`src/rtl/iomem_wb_pkg.sv`:
```
// Shared definitions for the iomem-to-Wishbone bridge: bus widths, FSM
// state encoding, the default error read-back word and the byte-select helper.
package iomem_wb_pkg;

  localparam int ADDR_W = 32;
  localparam int DATA_W = 32;
  localparam int STRB_W = 4;

  localparam logic [DATA_W-1:0] ERR_RDATA_DEFAULT = 32'hDEAD_BEEF;

  localparam logic [1:0] ENC_IDLE = 2'd0;
  localparam logic [1:0] ENC_BUS  = 2'd1;
  localparam logic [1:0] ENC_RESP = 2'd2;

  typedef enum logic [1:0] {
    IDLE = ENC_IDLE,
    BUS  = ENC_BUS,
    RESP = ENC_RESP
  } state_t;

  // A read (no strobes) fetches the whole word; a write selects only its strobed bytes.
  function automatic logic [STRB_W-1:0] sel_from_wstrb(input logic [STRB_W-1:0] wstrb);
    return (|wstrb) ? wstrb : {STRB_W{1'b1}};
  endfunction

endpackage

```
`src/rtl/iomem_wb_bridge_if.sv`:
```
// Bus interfaces seen by the bridge: the processor iomem port and the
// Wishbone B4 classic bus. The master modport belongs to the initiator side.
interface iomem_if;
  import iomem_wb_pkg::*;

  logic              valid;
  logic              ready;
  logic [STRB_W-1:0] wstrb;
  logic [ADDR_W-1:0] addr;
  logic [DATA_W-1:0] wdata;
  logic [DATA_W-1:0] rdata;

  modport master (output valid, wstrb, addr, wdata, input  ready, rdata);
  modport slave  (input  valid, wstrb, addr, wdata, output ready, rdata);
endinterface

interface wb_if;
  import iomem_wb_pkg::*;

  logic              cyc;
  logic              stb;
  logic              we;
  logic [ADDR_W-1:0] adr;
  logic [STRB_W-1:0] sel;
  logic [DATA_W-1:0] dat_w;
  logic [DATA_W-1:0] dat_r;
  logic              ack;
  logic              err;

  modport master (output cyc, stb, we, adr, sel, dat_w, input  dat_r, ack, err);
  modport slave  (input  cyc, stb, we, adr, sel, dat_w, output dat_r, ack, err);
endinterface

```
`src/rtl/iomem_wb_timeout.sv`:
```
// Watchdog for an outstanding Wishbone cycle. The counter restarts when a
// transfer is launched and advances once per bus cycle; expire is raised during
// the TIMEOUT_CYCLES-th bus cycle so the FSM can abort on that edge.
module iomem_wb_timeout #(
  parameter logic [15:0] TIMEOUT_CYCLES = 16'd255
) (
  input  logic clk,
  input  logic resetn,
  input  logic clear,
  input  logic enable,
  output logic expire
);

  logic [15:0] count_q;

  // Count bus cycles of the current transfer.
  always_ff @(posedge clk or negedge resetn) begin
    if (!resetn)     count_q <= '0;
    else if (clear)  count_q <= '0;
    else if (enable) count_q <= count_q + 16'd1;
  end

  assign expire = enable && (count_q == TIMEOUT_CYCLES - 16'd1);

endmodule

```
`src/rtl/iomem_wb_bridge.sv`:
```
// iomem-to-Wishbone B4 classic bridge, one outstanding transfer.
// Request is captured in IDLE, driven on the bus from registers in BUS, and
// answered with a single-cycle ready pulse in RESP. All outputs are registered.
// Optional watchdog: define IOMEM_WB_TIMEOUT_EN to abort cycles that see no
// ack/err within TIMEOUT_CYCLES bus cycles.
module iomem_wb_bridge
  import iomem_wb_pkg::*;
#(
  parameter int unsigned       TIMEOUT_CYCLES = 255,
  parameter logic [DATA_W-1:0] ERR_RDATA      = ERR_RDATA_DEFAULT
) (
  input  logic              clk,
  input  logic              resetn,
  iomem_if.slave            iomem,
  wb_if.master              wb,
  output logic              bus_err_o,
  output logic [ADDR_W-1:0] bus_err_addr_o
);

  if (TIMEOUT_CYCLES == 0 || TIMEOUT_CYCLES > 65535) begin : g_bad_timeout
    $error("iomem_wb_bridge: TIMEOUT_CYCLES must be within 1..65535");
  end

  state_t            state, state_nxt;
  logic [ADDR_W-1:0] adr_q;
  logic [DATA_W-1:0] dat_q;
  logic [STRB_W-1:0] sel_q;
  logic              we_q;
  logic [DATA_W-1:0] rdata_q;
  logic              err_q;
  logic [ADDR_W-1:0] err_addr_q;
  logic              term_ack;
  logic              term_err;
  logic              timeout_expire;

`ifdef IOMEM_WB_TIMEOUT_EN
  iomem_wb_timeout #(
    .TIMEOUT_CYCLES (16'(TIMEOUT_CYCLES))
  ) u_timeout (
    .clk    (clk),
    .resetn (resetn),
    .clear  (state == IDLE && iomem.valid),
    .enable (state == BUS),
    .expire (timeout_expire)
  );
`else
  assign timeout_expire = 1'b0;
`endif

  // State register.
  always_ff @(posedge clk or negedge resetn) begin
    if (!resetn) state <= IDLE;
    else         state <= state_nxt;
  end

  // Next state and termination decode; err outranks ack, and any real
  // termination outranks the watchdog.
  always_comb begin
    state_nxt = state;
    term_ack  = 1'b0;
    term_err  = 1'b0;
    case (state)
      IDLE: if (iomem.valid) state_nxt = BUS;
      BUS: begin
        if (wb.err) begin
          term_err  = 1'b1;
          state_nxt = RESP;
        end else if (wb.ack) begin
          term_ack  = 1'b1;
          state_nxt = RESP;
        end else if (timeout_expire) begin
          term_err  = 1'b1;
          state_nxt = RESP;
        end
      end
      RESP:    state_nxt = IDLE;
      default: state_nxt = IDLE;
    endcase
  end

  // Request capture, read data and error bookkeeping.
  always_ff @(posedge clk or negedge resetn) begin
    if (!resetn) begin
      adr_q      <= '0;
      dat_q      <= '0;
      sel_q      <= '0;
      we_q       <= 1'b0;
      rdata_q    <= '0;
      err_q      <= 1'b0;
      err_addr_q <= '0;
    end else begin
      if (state == IDLE && iomem.valid) begin
        adr_q <= iomem.addr;
        dat_q <= iomem.wdata;
        sel_q <= sel_from_wstrb(iomem.wstrb);
        we_q  <= |iomem.wstrb;
        err_q <= 1'b0;
      end
      if (term_err) begin
        rdata_q    <= ERR_RDATA;
        err_q      <= 1'b1;
        err_addr_q <= adr_q;
      end else if (term_ack && !we_q) begin
        rdata_q <= wb.dat_r;
      end
    end
  end

  assign wb.cyc   = (state == BUS);
  assign wb.stb   = (state == BUS);
  assign wb.we    = we_q;
  assign wb.adr   = adr_q;
  assign wb.sel   = sel_q;
  assign wb.dat_w = dat_q;

  assign iomem.ready    = (state == RESP);
  assign iomem.rdata    = rdata_q;
  assign bus_err_o      = (state == RESP) && err_q;
  assign bus_err_addr_o = err_addr_q;

endmodule

```
`src/flat_wrapper.sv`:
```
// flat-port wrapper written by rule: the top's interface ports become plain ports
module iomem_wb_bridge_flat import iomem_wb_pkg::*;
#(
  parameter int unsigned       TIMEOUT_CYCLES = 255,
  parameter logic [DATA_W-1:0] ERR_RDATA      = ERR_RDATA_DEFAULT
)
  (clk, resetn, bus_err_o, bus_err_addr_o, iomem_valid, iomem_wstrb, iomem_addr, iomem_wdata, iomem_ready, iomem_rdata, wb_cyc, wb_stb, wb_we, wb_adr, wb_sel, wb_dat_w, wb_dat_r, wb_ack, wb_err);
  iomem_if iomem_i ();
  wb_if wb_i ();
  input  logic clk;
  input  logic resetn;
  output logic bus_err_o;
  output logic [ADDR_W-1:0] bus_err_addr_o;
  input wire logic [$bits(iomem_i.valid)-1:0] iomem_valid;
  input wire logic [$bits(iomem_i.wstrb)-1:0] iomem_wstrb;
  input wire logic [$bits(iomem_i.addr)-1:0] iomem_addr;
  input wire logic [$bits(iomem_i.wdata)-1:0] iomem_wdata;
  output wire logic [$bits(iomem_i.ready)-1:0] iomem_ready;
  output wire logic [$bits(iomem_i.rdata)-1:0] iomem_rdata;
  output wire logic [$bits(wb_i.cyc)-1:0] wb_cyc;
  output wire logic [$bits(wb_i.stb)-1:0] wb_stb;
  output wire logic [$bits(wb_i.we)-1:0] wb_we;
  output wire logic [$bits(wb_i.adr)-1:0] wb_adr;
  output wire logic [$bits(wb_i.sel)-1:0] wb_sel;
  output wire logic [$bits(wb_i.dat_w)-1:0] wb_dat_w;
  input wire logic [$bits(wb_i.dat_r)-1:0] wb_dat_r;
  input wire logic [$bits(wb_i.ack)-1:0] wb_ack;
  input wire logic [$bits(wb_i.err)-1:0] wb_err;
  assign iomem_i.valid = iomem_valid;
  assign iomem_i.wstrb = iomem_wstrb;
  assign iomem_i.addr = iomem_addr;
  assign iomem_i.wdata = iomem_wdata;
  assign iomem_ready = iomem_i.ready;
  assign iomem_rdata = iomem_i.rdata;
  assign wb_cyc = wb_i.cyc;
  assign wb_stb = wb_i.stb;
  assign wb_we = wb_i.we;
  assign wb_adr = wb_i.adr;
  assign wb_sel = wb_i.sel;
  assign wb_dat_w = wb_i.dat_w;
  assign wb_i.dat_r = wb_dat_r;
  assign wb_i.ack = wb_ack;
  assign wb_i.err = wb_err;
  iomem_wb_bridge #(.TIMEOUT_CYCLES(TIMEOUT_CYCLES), .ERR_RDATA(ERR_RDATA)) u_core (.clk(clk), .resetn(resetn), .iomem(iomem_i), .wb(wb_i), .bus_err_o(bus_err_o), .bus_err_addr_o(bus_err_addr_o));
endmodule
```
`config.mk`:
```
export PLATFORM = sky130hd
export DESIGN_NAME = iomem_wb_bridge_flat
export DESIGN_NICKNAME = d
export VERILOG_FILES = /design/src/rtl/iomem_wb_pkg.sv /design/src/rtl/iomem_wb_bridge_if.sv /design/src/rtl/iomem_wb_timeout.sv /design/src/rtl/iomem_wb_bridge.sv /design/src/flat_wrapper.sv
export SDC_FILE = /design/constraint.sdc
export NUM_CORES = 1
export LEC_CHECK = 0
export ABC_AREA = 1
export BUFFER_PORTS_ARGS = -buffer_cell sky130_fd_sc_hd__buf_4
export CORE_MARGIN = 2
export CORE_UTILIZATION = 45
export CTS_CLUSTER_DIAMETER = 30
export DETAILED_ROUTE_END_ITERATION = 10
export GPL_TIMING_DRIVEN = 0
export PLACE_DENSITY = 0.81
export REMOVE_ABC_BUFFERS = 1
export SYNTH_ARGS = -nofsm -noshare
export SYNTH_HDL_FRONTEND = slang
export SYNTH_SLANG_ARGS = --single-unit
```
`constraint.sdc`:
```
create_clock -name clk -period 2.55 [get_ports clk]
set_input_delay 0.51 -clock clk [delete_from_list [all_inputs] [get_ports clk]]
set_output_delay 0.51 -clock clk [all_outputs]
set_load 0.01 [all_outputs]
```
==> results of run 1 <==
==> per-layer routing <==
metal  GRT usage  share of wire
met5           0              0
met1      0.2614           0.41
met3     0.07305          0.091
met2      0.3333           0.47
met4     0.09558          0.027
==> per-stage QoR <==
| step | instances | TNS, ns | hold slack (ns) | power, mW |
|---|---|---|---|---|
| 6_report | 1019 | 0 | 0.05488 | 9.203 |
| 5_1_grt | 1019 | 0 | 0.1060 | 9.818 |
| 4_1_cts | 1019 | 0 | 0.07465 | 9.299 |
| 3_3_place_gp | 988 | -52.29 | 0.4625 | 6.893 |
| 3_5_place_dp | 991 | 0 | 0.4660 | 7.009 |
| 2_1_floorplan | 600 | 0 | 0.2144 | 5.020 |
==> final timing paths <==
check | start | to | slack (ns) | cells after the start
min | resetn | u_core.iomem.rdata[0] | 0.05 | 1
max | u_core.state[0] | u_core.wb.adr[28] | 0.56 | 6
max in group asynchronous | resetn | u_core.wb.dat_w[31] | 1.73 | 2
min in group clk | iomem_wdata[20] | u_core.wb.dat_w[20] | 0.29 | 3
min reg2reg | u_core.iomem.rdata[2] | u_core.iomem.rdata[2] | 0.48 | 2
max reg2reg | u_core.state[0] | u_core.wb.adr[28] | 0.56 | 6
==> area by class of cell <==
cell class / instances / area [µm²] / area share
sequential: 136 / 3403 / 0.4288
tap: 147 / 183.9 / 0.02317
clock buffer: 24 / 491.7 / 0.06195
timing repair buffer: 244 / 1896 / 0.2388
multi-input combinational: 389 / 1632 / 0.2055
inverter: 75 / 286.5 / 0.03610
clock inverter: 4 / 45.04 / 0.005675
==> kinds of logic after synthesis <==
group | after synthesis | synth area share
AND/OR/NAND/NOR | 324 | 0.2341
flip-flops | 136 | 0.6171
AO/OA/AOI/OAI | 65 | 0.05898
buffers and inverters | 107 | 0.08983
==> Yosys cell counts <==
cell type,n
o21ai_1,64
nor2_4,1
nand3_2,2
dfrtp_1,136
o21ai_0,1
buf_12,1
buf_4,10
buf_6,3
nor3_1,1
nand3_1,2
nor2_1,3
clkbuf_2,1
clkbuf_1,4
nor2_8,1
inv_2,3
nor2_2,2
nand2_2,12
nand2_1,300
buf_2,13
inv_1,72
==> worst max-delay path: stages (launching register included) <==
cell and delay, ns:
dfrtp_1 0.45, inv_2 0.14, nand3_4 0.39, inv_6 0.43, buf_16 0.27, nand2_1 0.08
o21ai_1 0.08
==> sequential cells by signal (all words and copies together) (netlist names) <==
signal,count
u_core.wb.we,1
u_core.wb.dat_w,32
u_core.bus_err_addr_o,32
u_core.err_q,1
u_core.state,2
u_core.iomem.rdata,32
u_core.wb.adr,32
u_core.wb.sel,4
==> power by group through the flow <==
| stage | registers, mW | logic [mW] | clock network (mW) |
|---|---|---|---|
| final | 3.56 | 3.41 | 2.23 |
| after global placement | 3.55 | 3.35 | 0 |
| after floorplan | 3.98 | 1.04 | 0 |
| after detailed placement | 3.57 | 3.44 | 0 |
| after global routing | 3.68 | 3.77 | 2.37 |
| after CTS | 3.56 | 3.46 | 2.28 |
==> flow_metrics.tcl, run 1 <==
set metrics [dict create \
    critPathRequiredTime_ns 2.88 \
    grt_use_total 0.2101 \
    cts_root_buffer "clkbuf_16" \
    irDropWorstVdd_v 0.0006777 \
    antenna_left 0 \
    synth.top_cell.area_share 0.6171 \
    max-slew-margin-rel 0.5912 \
    crit_path_max_fanout 65 \
    p_int_mw 6.135 \
    io_buffers 241 \
    drv_cap 0 \
    synth_area_leaders "dfrtp_1, nand2_1, o21ai_1, inv_1, buf_4" \
    die_area_mm2 0.01316 \
    fp.dieH_um 114.7 \
    ys_seq_elements 136 \
    initial_core_util 0.4592 \
    firstDrtPassIters 4 \
    clock_path_buffers 2 \
    cts_tree "done" \
    wl_mm 13.59 \
    cts_buffers 17 \
    clkPwrFrac 0.242 \
    stdcell_area_mm2 0.007938 \
    synth.distinct_cells 20 \
    hold_buffers 0 \
    fin_crit_sh 0.7814 \
    power.switching_mw 3.068 \
    cts_max_level 4 \
    synth_area_leader_cell "dfrtp_1" \
    rsz0062_at_grt "no" \
    placed_area_mm2 0.007391 \
    num_rows 40 \
    setup_violations 0 \
    cts_resized 0 \
    syn_area_mm2 0.005515 \
    synthCells 632 \
    hpwl_mm 9.285 \
    cp.arrival_ns 2.32 \
    comb_power_share 0.371 \
    gp_congestion 0.7944 \
    drc_errors 0 \
    critPathLaunchType "flop" \
    seq_area_frac_synth 0.6171 \
    die_w_um 114.7 \
    ys_warn_count 0 \
    grt-ovfl-total 0 \
    final_cell_mix "nand2_1, buf_4, dfrtp_1, inv_1, o21ai_1" \
    routedWlPerCell_um 13.33 \
    nets 968 \
    hold_class "in -> async" \
    mostFrequentLayoutCell "nand2_1" \
    cts_sinks 136 \
    grt_pass1_wl_mm 21.53 \
    coreArea_mm2 0.01201 \
    end_kind "flop" \
    syn_avg_cell_area_um2 8.727 \
    clock_latency_ns 0.41 \
    fmaxAchievable_mhz 501.8 \
    final_hold_viol_count 0 \
    ios 242 \
    dp_slack_ns 0.003834 \
    setup_slack_ns 0.5573 \
    grt_pass1_vias 4489 \
    synthToLayoutAreaGrowth_pct 43.92 \
    sequentialPowerShare 0.387 \
    grt_antenna_before_repair 0 \
    drt-vias-per-instance 4.611 \
    slew_violations 0 \
    fin_util 0.6608 \
    power_density_mw_per_mm2 1159 \
    switching_share 0.3334 \
    skew_ns 0.004859 \
    status "finished, final reports clean" \
    leakage_nw 4.522 \
    post-cts-setup-buffer-count 0 \
    drive_above_1_share 0.3326 \
    fillers 1006 \
    vias 4699 \
    clkTransAtPathRegs_ns 0.05 \
    num_antenna_cells 0 \
    grt_max_degree 80 \
    worst_pin_slew_ns 0.6110 \
    criticalPathCategory "reg -> reg" \
    min_period_ns 1.993 \
    first_iter_violations 374 \
]
Note: power is estimated with default switching activity, not from simulation.
==> run 2, diff against run 1 <==
--- a/config.mk
+++ b/config.mk
@@ -5,14 +5,14 @@
 export SDC_FILE = /design/constraint.sdc
 export NUM_CORES = 1
 export LEC_CHECK = 0
-export ABC_AREA = 1
+export ABC_AREA = 0
 export BUFFER_PORTS_ARGS = -buffer_cell sky130_fd_sc_hd__buf_4
 export CORE_MARGIN = 2
-export CORE_UTILIZATION = 45
+export CORE_UTILIZATION = 42
 export CTS_CLUSTER_DIAMETER = 30
 export DETAILED_ROUTE_END_ITERATION = 10
 export GPL_TIMING_DRIVEN = 0
-export PLACE_DENSITY = 0.81
+export PLACE_DENSITY = 0.8
 export REMOVE_ABC_BUFFERS = 1
 export SYNTH_ARGS = -nofsm -noshare
 export SYNTH_HDL_FRONTEND = slang
==> constraint.sdc (replaced) <==
create_clock -name clk -period 1.8 [get_ports clk]
set_input_delay 0.36 -clock clk [delete_from_list [all_inputs] [get_ports clk]]
set_output_delay 0.36 -clock clk [all_outputs]
set_load 0.01 [all_outputs]
==> flow_metrics.tcl, run 2 <==
set metrics [dict create \
    synth_area_leaders "dfrtp_1, mux2_2, o22a_1, a22o_1, buf_2" \
    drt-vias-per-instance 4.974 \
    cp.arrival_ns 1.97 \
    drive_above_1_share 0.6592 \
    mostFrequentLayoutCell "buf_4" \
    dp_slack_ns -0.3996 \
    grt_max_degree 70 \
    clock_latency_ns 0.41 \
    slowest_stage "or3_2" \
    cts_root_buffer "clkbuf_16" \
    cp_top_family "simple AND/OR/NAND/NOR gates" \
    setup_slack_ns 0.1148 \
    whs_path_depth 2 \
    syn_avg_cell_area_um2 15.98 \
    vias 3621 \
    drc_errors 0 \
    die_area_mm2 0.01299 \
    wl_met3_um 895 \
    crit_path_max_fanout 24 \
    fp.dieH_um 114.0 \
    synth.top_cell.area_share 0.6698 \
    ys_seq_elements 136 \
    hold_class "in -> reg" \
    final_cell_mix "buf_4, dfrtp_1, mux2_2, o22a_1, clkbuf_16" \
    slowest_delay_ns 0.69 \
    p_int_mw 8.431 \
    ys.flop_type "dfrtp_1" \
    die_w_um 114.0 \
    status "finished, final reports clean" \
    min-delay-start "wb_dat_r[26]" \
    fillers 914 \
    power.switching_mw 3.457 \
    hpwl_mm 8.742 \
    routedWlPerCell_um 17.30 \
    worstPathCellList "nand2b_4 -> or3_2 -> o22a_1" \
    comb_power_share 0.322 \
    critPathRequiredTime_ns 2.09 \
    cts_sinks 136 \
    switching_share 0.2908 \
    fin_util 0.6440 \
    criticalPathCategory "reg -> reg" \
    syn_area_mm2 0.005081 \
    wl_met2_mm 6.713 \
    clkPwrFrac 0.286 \
    power_mw 11.89 \
    ios 242 \
    drv_cap 0 \
    skew_ns 0.007332 \
    leakage_nw 3.548 \
    gp_congestion 0.7526 \
    synth_edf_count 0 \
    reg2reg_from "u_core.state[1]" \
    first_iter_violations 163 \
    nets 673 \
    coreArea_mm2 0.01191 \
    wl_met1_mm 4.714 \
    r2r_slack_ns 0.11 \
    grt_pass1_vias 3866 \
    min_to "u_core.iomem.rdata[26]" \
    worstReg2RegEnd "u_core.iomem.rdata[27]" \
    ys_warn_count 0 \
    seq_area_frac_synth 0.6698 \
    synthArstFlopShare 1.000 \
    cp_num_buf_inv 0 \
    sequentialPowerShare 0.393 \
    dr.max_layer_used "met4" \
    synth_common_cells "dfrtp_1, mux2_2, o22a_1, nor2_1, buf_2" \
    cts_max_level 4 \
    worst_pin_slew_ns 0.6139 \
    placed_cells 692 \
    rsz0062_at_grt "no" \
    critPathLaunchType "flop" \
    final_hold_viol_count 0 \
    synth.distinct_cells 26 \
    antenna_left 0 \
    max-slew-margin-rel 0.5880 \
    synthCells 318 \
    yosysMostFrequentCell "dfrtp_1" \
    fin_cells 728 \
    cts_buffers 17 \
    grt_pass1_wl_mm 19.67 \
    clkTransAtPathRegs_ns 0.06 \
    initial_core_util 0.4266 \
    grt_use_total 0.1985 \
    slew_violations 0 \
    power_density_mw_per_mm2 1550 \
    firstDrtPassIters 4 \
    irDropWorstVdd_v 0.001009 \
    clock_path_buffers 2 \
    grt_antenna_before_repair 0 \
    wl_mm 12.60 \
    end_kind "flop" \
    cts_tree "done" \
    num_rows 40 \
    grt-ovfl-total 0 \
    synth_area_leader_cell "dfrtp_1" \
    io_buffers 241 \
    setup_violations 0 \
    synthToLayoutAreaGrowth_pct 50.97 \
    min_period_ns 1.685 \
    num_antenna_cells 0 \
    fmaxAchievable_mhz 593.4 \
    tns_ns 0 \
    fin_crit_sh 0.9362 \
    reg2reg_depth 3 \
]
run 2: cell types whose count changed in the layout (fill, tap and decap cells not counted), sizes merged, moves of 5 or more:
cell      previous run  this run
a21oi                0         5
a22o                 0         8
clkinvlp             0         6
inv                 75         2
mux2                 0        96
nand2              312         1
o21ai               65         2
o22a                 0        24
run 2: logic make-up (layout without fill, tap and decap cells):
logic type	count (synthesis)	in the layout	share of synthesized area
DFF	136	136	0.6698
muxes	96	96	0.2128
AOI/OAI and AO/OA	41	41	0.06501
and+or+nand+nor	25	25	0.02733
buffers and inverters	20	283	0.02511
run 2: metrics by stage:
stage               cell area (µm²)  hold slack, ns
global placement               6954          0.4899
global route                   7671          0.1446
CTS                            7669          0.1366
floorplan                      4961         0.06441
finish                         7671          0.1557
detailed placement             7039          0.4024
run 2: layer usage:
| metal | up-vias | track usage |
|---|---|---|
| met5 | - | 0 |
| met4 | 0 | 0.08618 |
| met3 | 22 | 0.06323 |
| met2 | 154 | 0.3560 |
| met1 | 1793 | 0.2148 |
| li1 | 1652 | - |
run 2: final cells by class:
type                    count  area (µm²)  area share
repair buffers            249        1918      0.2500
well taps                 147       183.9     0.02398
flip-flops and latches    136        3403      0.4436
clock buffers              20       466.7     0.06084
multi-input cells         162        1567      0.2042
inverters                   2       7.507   0.0009786
clock inverters            12       125.1     0.01631
run 2: power by group through the flow:
| stage | Sequential [mW] | Combinational, mW | Clock (mW) |
|---|---|---|---|
| after CTS | 4.67 | 3.88 | 3.47 |
| after floorplan | 5.09 | 1.19 | 0 |
| after global routing | 4.80 | 4.07 | 3.62 |
| after detailed placement | 4.70 | 3.82 | 0 |
| final | 4.67 | 3.82 | 3.40 |
| after global placement | 4.62 | 3.72 | 0 |
run 2: worst max path at each step:
stage                    start                      to  cells past startpoint
2_1_floorplan  u_core.state[0]        u_core.wb.adr[0]                      2
3_3_place_gp   u_core.state[0]      u_core.wb.dat_w[4]                      2
3_5_place_dp   u_core.state[0]     u_core.wb.dat_w[15]                      4
4_1_cts        u_core.state[1]  u_core.iomem.rdata[27]                      4
5_1_grt        u_core.state[0]      u_core.wb.dat_w[4]                      4
6_report       u_core.state[1]  u_core.iomem.rdata[27]                      3
run 2: repair_timing:
action / CTS / global route
pin swaps: 1 / 0
gates resized for setup: 1 / 2
setup buffers: 3 / 0
setup endpoints to repair: 88 / 24
hold buffers: 1 / 0
endpoints found under the hold margin: 67 / 0
run 2: worst register-to-register path, stage by stage, from the launching register on:
cell	delay, ns
dfrtp_1	0.42
nand2b_4	0.18
or3_2	0.69
o22a_1	0.28
==> run 3, diff against run 2 <==
--- a/config.mk
+++ b/config.mk
@@ -11,9 +11,10 @@
 export CORE_UTILIZATION = 42
 export CTS_CLUSTER_DIAMETER = 30
 export DETAILED_ROUTE_END_ITERATION = 10
-export GPL_TIMING_DRIVEN = 0
+export GPL_TIMING_DRIVEN = 1
 export PLACE_DENSITY = 0.8
 export REMOVE_ABC_BUFFERS = 1
 export SYNTH_ARGS = -nofsm -noshare
 export SYNTH_HDL_FRONTEND = slang
+export SYNTH_HIERARCHICAL = 1
 export SYNTH_SLANG_ARGS = --single-unit
==> flow_metrics.tcl, run 3 <==
set metrics [dict create \
    status "finished, final reports clean" \
    drt-vias-per-instance 4.944 \
    vias 3619 \
    criticalPathCategory "reg -> out" \
    cts_sinks 136 \
    syn_avg_cell_area_um2 15.98 \
    clock_latency_ns 0.41 \
    final_cell_mix "buf_4, dfrtp_1, mux2_2, o22a_1, clkbuf_16" \
    drc_errors 0 \
    critPathRequiredTime_ns 1.44 \
    synth_edf_count 0 \
    cts_root_buffer "clkbuf_16" \
    fp.dieH_um 114.0 \
    num_antenna_cells 0 \
    min_period_ns 1.631 \
    fmaxAchievable_mhz 613.1 \
    slowest_delay_ns 0.41 \
    cts_max_level 4 \
    synthToLayoutAreaGrowth_pct 53.07 \
    drive_above_1_share 0.6564 \
    grt_use_total 0.1922 \
    wl_mm 12.31 \
    first_iter_violations 135 \
    skew_ns 0.005620 \
    power_density_mw_per_mm2 1596 \
    routedWlPerCell_um 16.82 \
    syn_area_mm2 0.005081 \
    grt_antenna_before_repair 0 \
    seq_area_frac_synth 0.6698 \
    setup_violations 0 \
    ys_warn_count 6 \
    worst_pin_slew_ns 0.5751 \
    leakage_nw 3.617 \
    fin_util 0.6529 \
    synth_area_leaders "dfrtp_1, mux2_2, o22a_1, a22o_1, buf_2" \
    grt_pass1_vias 3786 \
    die_area_mm2 0.01299 \
    synth.distinct_cells 26 \
    cts_buffers 17 \
    irDropWorstVdd_v 0.001020 \
    coreArea_mm2 0.01191 \
    clock_path_buffers 2 \
    hold_class "in -> reg" \
    drv_cap 0 \
    grt_pass1_wl_mm 19.21 \
    slowest_stage "dfrtp_1" \
    cts_tree "done" \
    rsz0062_at_grt "no" \
    clkTransAtPathRegs_ns 0.06 \
    nets 677 \
    mostFrequentLayoutCell "buf_4" \
    cp.arrival_ns 1.27 \
    ys.flop_type "dfrtp_1" \
    reg2reg_from "u_core/state[0]" \
    crit_path_max_fanout 3 \
    critPathLaunchType "flop" \
    end_kind "primary output" \
    synthCells 318 \
    synth_common_cells "dfrtp_1, mux2_2, o22a_1, nor2_1, buf_2" \
    final_hold_viol_count 0 \
    initial_core_util 0.4266 \
    grt_max_degree 53 \
    cp_num_buf_inv 1 \
    hold_ws_ns 0.1576 \
    synthArstFlopShare 1.000 \
    slew_violations 0 \
    antenna_left 0 \
    hpwl_mm 8.953 \
    ys_seq_elements 136 \
    synth.top_cell.area_share 0.6698 \
    fin_crit_sh 0.9062 \
    io_buffers 241 \
    setup.worst_path.start "u_core/state[1]" \
    ios 242 \
    max-slew-margin-rel 0.6140 \
    firstDrtPassIters 4 \
    num_rows 40 \
    yosysMostFrequentCell "dfrtp_1" \
    gp_congestion 0.7232 \
    min-delay-start "wb_dat_r[15]" \
    grt-ovfl-total 0 \
    synth_area_leader_cell "dfrtp_1" \
    cp_top_family "flip-flops" \
    tns_ns 0 \
    worstPathCellList "nor2b_1 -> and2_1 -> buf_4" \
    die_w_um 114.0 \
]
## run 3: cell counts after synthesis
No cell type changed its count.
## run 3: metal layers
layer,wire [µm],track usage
met5,0,0
met4,211,0.07398
met3,995,0.07120
met2,6413,0.3353
met1,4693,0.2140
## run 3: timing repair
item	in CTS	in global routing
setup endpoints to repair	0	3
gates resized for setup	0	1
hold endpoints to repair	40	0
hold buffers	1	0
buffers inserted	0	0
## run 3: power breakdown
group	internal (mW)	leakage (nW)	switching (mW)
Sequential	4.06	1.54	0.618
Clock	2.73	0.337	1.25
Combinational	2.22	1.74	1.54
## run 3: metrics by stage
stage               setup WS [ns]  total power [mW]  cell area (µm²)  std cells
floorplan                  -2.059             6.281             4961        300
global placement           0.2220             8.370             7084        699
detailed placement         0.1474             8.537             7084        699
CTS                        0.1239             12.58             7776        732
global route              0.07017             13.02             7777        732
finish                     0.1689             12.42             7777        732
## run 3: kinds of logic after synthesis
logic type             Yosys count  share of synthesized area
AO/OA/AOI/OAI                   41                    0.06501
buffers and inverters           20                    0.02511
flip-flops                     136                     0.6698
multiplexers                    96                     0.2128
AND/OR/NAND/NOR                 25                    0.02733
## run 3: final timing paths
check | to | slack, ns | cells past startpoint
setup / recovery | bus_err_o | 0.17 | 3
hold / removal | u_core/iomem.rdata[15] | 0.16 | 2
setup reg to reg | u_core/wb.adr[8] | 0.21 | 3
hold reg to reg | u_core/bus_err_addr_o[9] | 0.50 | 1
max in group asynchronous | u_core/wb.adr[28] | 0.73 | 3
min in group asynchronous | u_core/iomem.rdata[14] | 0.47 | 2
## run 3: cell type report
class	count	area, µm²
tap	147	183.9
inverter	2	7.507
fill	900	4134
clock buffer	18	429.2
timing repair buffer	253	1943
clock inverter	14	252.7
multi-input combinational	162	1558
sequential	136	3403
